File: config.mk
export PLATFORM = sky130hd
export DESIGN_NAME = mmio_reduce_unit
export DESIGN_NICKNAME = d
export VERILOG_FILES = /design/src/rtl/mmio_reduce_unit.sv
export SDC_FILE = /design/constraint.sdc
export NUM_CORES = 1
export LEC_CHECK = 0
export ABC_AREA = 1
export CORE_MARGIN = 10
export CORE_UTILIZATION = 54
export DETAILED_ROUTE_END_ITERATION = 8
export HOLD_SLACK_MARGIN = 0.03
export PLACE_DENSITY_LB_ADDON = 0.08
export REMOVE_ABC_BUFFERS = 1
export SETUP_SLACK_MARGIN = 0.2
export SYNTH_ARGS = -nofsm -noshare
export SYNTH_HDL_FRONTEND = slang
export SYNTH_HIERARCHICAL = 1
export SYNTH_SLANG_ARGS = --single-unit
File: constraint.sdc
create_clock -name CLK -period 2.5 [get_ports CLK]
set_input_delay 0.5 -clock CLK [delete_from_list [all_inputs] [get_ports CLK]]
set_output_delay 0.5 -clock CLK [all_outputs]
set_load 0.03 [all_outputs]
File: src/rtl/mmio_reduce_unit.sv
// mmio_reduce_unit: address-mapped reduction engine.
// The host pushes operands into N_CH input FIFOs through the write port.
// Whenever every channel holds an operand and the result FIFO has room, one
// operand is popped from each channel. The operands are reduced with
// OR/AND/XOR/ADD, and the result is queued for the host to read.
// Ports:
//   CLK, RST_N                    clock, synchronous active-low reset
//   write_address/data/en, _rdy   register write port (rdy tied 1)
//   read_address/en, read_data    register read port; read_en at 3 pops
//   read_rdy                      tied 1

// In-order FIFO. The full/empty flags come from a registered count, so a
// push or pop in a given cycle only sees the state after the previous edge.
module mmio_reduce_fifo #(
  parameter int W = 8,
  parameter int D = 2
) (
  input  logic         CLK,
  input  logic         RST_N,
  input  logic         i_push,
  input  logic         i_pop,
  input  logic [W-1:0] i_din,
  output logic [W-1:0] o_dout,
  output logic         o_full,
  output logic         o_empty
);
  localparam int AW = (D > 1) ? $clog2(D) : 1;
  localparam int CW = $clog2(D + 1);

  logic [W-1:0]  r_mem [D];
  logic [AW-1:0] r_rd, r_wr;
  logic [CW-1:0] r_cnt;
  logic          w_push_ok, w_pop_ok;

  assign o_full    = (r_cnt == CW'(D));
  assign o_empty   = (r_cnt == '0);
  assign w_push_ok = i_push && !o_full;
  assign w_pop_ok  = i_pop && !o_empty;
  assign o_dout    = r_mem[r_rd];

  // Storage needs no reset; the count alone decides what is valid.
  always_ff @(posedge CLK)
    if (w_push_ok) r_mem[r_wr] <= i_din;

  always_ff @(posedge CLK) begin
    if (!RST_N) begin
      r_rd  <= '0;
      r_wr  <= '0;
      r_cnt <= '0;
    end else begin
      if (w_push_ok) r_wr <= (r_wr == AW'(D - 1)) ? '0 : r_wr + AW'(1);
      if (w_pop_ok)  r_rd <= (r_rd == AW'(D - 1)) ? '0 : r_rd + AW'(1);
      case ({w_push_ok, w_pop_ok})
        2'b10:   r_cnt <= r_cnt + CW'(1);
        2'b01:   r_cnt <= r_cnt - CW'(1);
        default: r_cnt <= r_cnt;
      endcase
    end
  end
endmodule

module mmio_reduce_unit #(
  parameter int WIDTH     = 8,
  parameter int N_CH      = 2,
  parameter int IN_DEPTH  = 2,
  parameter int OUT_DEPTH = 2
) (
  input  logic             CLK,
  input  logic             RST_N,
  input  logic [3:0]       write_address,
  input  logic [WIDTH-1:0] write_data,
  input  logic             write_en,
  output logic             write_rdy,
  input  logic [3:0]       read_address,
  input  logic             read_en,
  output logic [WIDTH-1:0] read_data,
  output logic             read_rdy
);
  logic [N_CH-1:0][WIDTH-1:0] w_ch_head;
  logic [N_CH-1:0]            w_ch_full, w_ch_empty, w_ch_push;
  logic [WIDTH-1:0]           w_res_head, w_reduced, w_rd;
  logic                       w_res_full, w_res_empty;
  logic                       w_comb, w_res_pop, w_rd3, w_st_wr;
  logic [1:0]                 r_mode;
  logic [WIDTH-1:0]           r_count;
  logic                       r_ovf, r_unf;

  assign write_rdy = 1'b1;
  assign read_rdy  = 1'b1;

  // Both terms come from registered flags, so the combine never bypasses
  // a push or pop that happens on the same edge.
  assign w_comb    = (&(~w_ch_empty)) && !w_res_full;
  assign w_rd3     = read_en && (read_address == 4'd3);
  assign w_res_pop = w_rd3 && !w_res_empty;
  assign w_st_wr   = write_en && (write_address == 4'd2);

  for (genvar i = 0; i < N_CH; i++) begin : g_ch
    assign w_ch_push[i] = write_en && (write_address == 4'(8 + i));
    mmio_reduce_fifo #(.W(WIDTH), .D(IN_DEPTH)) u_fifo (
      .CLK(CLK), .RST_N(RST_N),
      .i_push(w_ch_push[i]), .i_pop(w_comb), .i_din(write_data),
      .o_dout(w_ch_head[i]), .o_full(w_ch_full[i]), .o_empty(w_ch_empty[i])
    );
  end

  mmio_reduce_fifo #(.W(WIDTH), .D(OUT_DEPTH)) u_res (
    .CLK(CLK), .RST_N(RST_N),
    .i_push(w_comb), .i_pop(w_res_pop), .i_din(w_reduced),
    .o_dout(w_res_head), .o_full(w_res_full), .o_empty(w_res_empty)
  );

  // Fold channel 0 with the rest; with N_CH=1 the operand passes through.
  always_comb begin
    w_reduced = w_ch_head[0];
    for (int i = 1; i < N_CH; i++) begin
      case (r_mode)
        2'd0:    w_reduced = w_reduced | w_ch_head[i];
        2'd1:    w_reduced = w_reduced & w_ch_head[i];
        2'd2:    w_reduced = w_reduced ^ w_ch_head[i];
        default: w_reduced = w_reduced + w_ch_head[i];
      endcase
    end
  end

  always_ff @(posedge CLK) begin
    if (!RST_N) begin
      r_mode  <= 2'd0;
      r_count <= '0;
      r_ovf   <= 1'b0;
      r_unf   <= 1'b0;
    end else begin
      if (write_en && (write_address == 4'd4)) r_mode <= write_data[1:0];
      if (w_comb) r_count <= r_count + WIDTH'(1);
      // A new event on the clearing edge keeps the sticky bit set.
      if (w_st_wr && write_data[2]) r_ovf <= 1'b0;
      if (w_st_wr && write_data[3]) r_unf <= 1'b0;
      if (|(w_ch_push & w_ch_full)) r_ovf <= 1'b1;
      if (w_rd3 && w_res_empty)     r_unf <= 1'b1;
    end
  end

  always_comb begin
    w_rd = '0;
    case (read_address)
      4'd0: w_rd[N_CH-1:0] = ~w_ch_full;
      4'd1: w_rd[N_CH-1:0] = ~w_ch_empty;
      4'd2: w_rd[3:0]      = {r_unf, r_ovf, ~w_res_full, ~w_res_empty};
      4'd3: w_rd           = w_res_empty ? '0 : w_res_head;
      4'd4: w_rd[1:0]      = r_mode;
      4'd5: w_rd           = r_count;
      default: w_rd = '0;
    endcase
  end
  assign read_data = w_rd;
endmodule

==> impl_results.md <==
* Cell at the root of the clock tree: clkbuf_8
* Yosys warns at 6
* Kind of critical path: flop to output port
* Starting Density at 0.558
* DRC violations left at 0
* I/O pin count at 30
* Peak Freq at 0.461 GHz
* Hold WC Path Type: flop to flop
* First-pass DRT Iterations at 4
* # setup viols final at 0
* Num Clock Sinks at 75
* WL per Instance at 12.9 microns
* CP max FO at 8
* Top sig layer: met4
* Post-synthesis sequential area ratio at 0.487
* Violation count after the first detailed-routing iteration at 103
* Worst endpoint required time at 2.00 ns
* Routed met1 length at 3590 microns
* Cells after DPL at 583
* Number of port buffers at 27
* Type of origin of the critical path: flop
* Worst vdd ir at 0.443 mV
* Final GP Congestion at between 0.8 and 0.9
* Clock skew at 0.00918 ns
* Layout Area Growth over Synthesis at 14.7%
* Final ANT Viol Nets at 0
* Min Tclk post-route at 2.17 ns
* Critical path data arrival time at roughly 1.7 ns
* Final nets at roughly 540
* Synth cell types at 33
* CTS tree: yes
* Cts bufs inserted at 9
* Final slew viol count at 0
* Grt ovf at 0
* Chip width at about 110 microns
* First-pass GRT wire length at 12700 microns
* Number of max-cap violations at 0
* Final WL at between 7000 and 8000 microns
* Initial antenna violation count at 0
* FF+latch count, synth at 75
* Detail Route met3 WL at 249 microns
* Row cnt at 31
* Crit share post-route at 0.867
* Worst-Skew Late Latency at 0.34 ns
* Layout fillers at 659
* Pre-CTS WS at 0.0280 ns
* Cts hold-fix bufs at 0
* Proportion of layout cells with a drive suffix above 1 at 0.195
* Htree depth at 3
* Post-route insts no fill at 602
* Drt via density at 4.97
* Status: complete, no violations
* Die height at 107 microns
* Syn_area_per_cell at 8.90 sq um
* Via count at 2990
* Core Box Area at around 7300 sq um
* Diodes inserted at 0
* Area taken by multi-input logic gates at roughly 1800 sq um
* Post-Syn Area at 4070 sq um
* Vias in the first global route at between 2000 and 3000
* Fin Setup TNS at 0 ns
* Leakage at 1.91 nW
* Tot GR Track Use at 0.137
* Synthesized instance count at roughly 460
* RSZ-0062 raised after global routing: false
* Final-report hold violation count at 0
* Maximum clock path buffer count at 2
* DP HPWL at 6010 microns
* Reg clk slew, reported paths at 0.08 ns
* Largest net degree at the start of global routing at 23
* Met2 wire len at 3840 microns
* Worst setup EP type: output port
* Power Density at 483 nW/um^2
* Setup ws final at 0.332 ns
* Die footprint at 11400 sq um
* Register area at ~2000 sq um
-- cell usage in the layout (no fill, tap or decap), types with 4 or more instances in the layout --
master           netlist  layout
nand2_1               80      80
inv_1                 77      76
nor2_1                53      51
edfxtp_1              48      48
mux2_2                24      24
dfxtp_1               27      24
nand3_1               21      21
ha_1                  20      20
o21ai_0               18      18
a21oi_1               16      16
buf_4                  2      15
clkdlybuf4s50_1        0      15
nor2_2                11      12
nand4_1                9       9
clkbuf_8               0       9
inv_2                  8       8
nand2_2                7       7
nor2_4                 6       7
clkinvlp_4             0       4
o22ai_1                4       4
-- flip-flops by register name, summed over array words and instances (netlist names), named ones only --
| name | count |
|---|---|
| g_ch.u_fifo/r_mem | 32 |
| u_res/r_mem | 16 |
| r_count | 8 |
| g_ch.u_fifo/r_cnt | 4 |
| g_ch.u_fifo/r_rd | 2 |
| g_ch.u_fifo/r_wr | 2 |
| r_mode | 2 |
| u_res/r_cnt | 2 |
| r_ovf | 1 |
| r_unf | 1 |
| u_res/r_rd | 1 |
| u_res/r_wr | 1 |
-- report_power, final --
group | switching, mW | internal (mW)
clock network | 0.436 | 0.353
registers | 0.00319 | 1.32
logic | 0.0809 | 0.0581
-- final timing paths --
check	startpoint	to	slack, ns	depth (start not counted)
worst min-delay path	r_count[6]	r_count[6]	0.47	2
worst max-delay path	flop	read_data[0]	0.33	4
worst min register to register	r_count[6]	r_count[6]	0.47	2
worst max register to register	flop	u_res/r_mem[1][7]	0.37	10
-- area by class of cell --
type,instances,share of cell area
Clock buffer,9,0.0266
Tap cell,99,0.0266
Inverter,85,0.0692
Timing Repair Buffer,35,0.0671
Sequential cell,75,0.426
Multi-Input combinational cell,292,0.375
Clock inverter,7,0.00939
-- stage by stage --
| step | hold slack, ns | power, mW | area [sq um] | util |
|---|---|---|---|---|
| 2_1_floorplan | 0.437 | 1.42 | 4040 | - |
| 3_5_place_dp | 0.455 | 1.48 | 4450 | 0.610 |
| 3_3_place_gp | 0.452 | 1.48 | 4450 | 0.610 |
| 6_report | 0.466 | 2.25 | 4660 | 0.639 |
| 4_1_cts | 0.474 | 2.28 | 4620 | 0.634 |
| 5_1_grt | 0.498 | 2.36 | 4660 | 0.639 |
-- per-layer routing --
metal | vias to the layer above | GRT usage
li1 | 1569 | -
met1 | 1373 | 0.165
met2 | 40 | 0.231
met3 | 8 | 0.0329
met4 | 0 | 0.0571
met5 | - | 0
-- cells in the mapped netlist (all sizes together) --
| master | count | area share |
|---|---|---|
| a211oi | 2 | 0.0037 |
| a21oi | 16 | 0.020 |
| a31oi | 1 | 0.0015 |
| buf | 6 | 0.0086 |
| conb | 1 | 0.00092 |
| dfxtp | 27 | 0.13 |
| edfxtp | 48 | 0.35 |
| fa | 1 | 0.0049 |
| ha | 20 | 0.062 |
| inv | 85 | 0.078 |
| mux2 | 24 | 0.066 |
| nand2 | 88 | 0.087 |
| nand3 | 22 | 0.028 |
| nand3b | 1 | 0.0018 |
| nand4 | 9 | 0.014 |
| nor2 | 70 | 0.082 |
| nor3 | 3 | 0.0037 |
| nor4 | 1 | 0.0015 |
| o2111ai | 2 | 0.0043 |
| o211a | 1 | 0.0025 |
| o211ai | 2 | 0.0037 |
| o21ai | 18 | 0.022 |
| o221ai | 1 | 0.0022 |
| o22ai | 4 | 0.0062 |
| or2 | 3 | 0.0046 |
| xor2 | 1 | 0.0022 |
-- critical path: stages, from the launching register on --
cell and delay [ns]:
dfxtp_2 0.43, mux2_2 0.37, o2111ai_1 0.22, nand4_1 0.14, buf_6 0.16
-- repair_timing --
| item | 4_1_cts | 5_1_grt |
|---|---|---|
| gates resized for setup | 7 | 6 |
| endpoints found under the setup margin | 2 | 12 |
| setup buffers | 0 | 3 |
| hold endpoints to repair | 0 | 0 |
| pin swaps | 2 | 1 |
-- kinds of logic (layout without fill, tap and decap cells) --
logic type      Yosys count  after routing  synth area share
compound gates           47             47            0.0658
xor+xnor                  1              1           0.00215
fa+ha+maj                21             21            0.0665
buf+inv                  91            136            0.0871
flops                    75             75             0.487
mux                      24             24            0.0665
other cells               1              2          0.000922
simple gates            197            197             0.224
(Power assumes the default switching activity.)
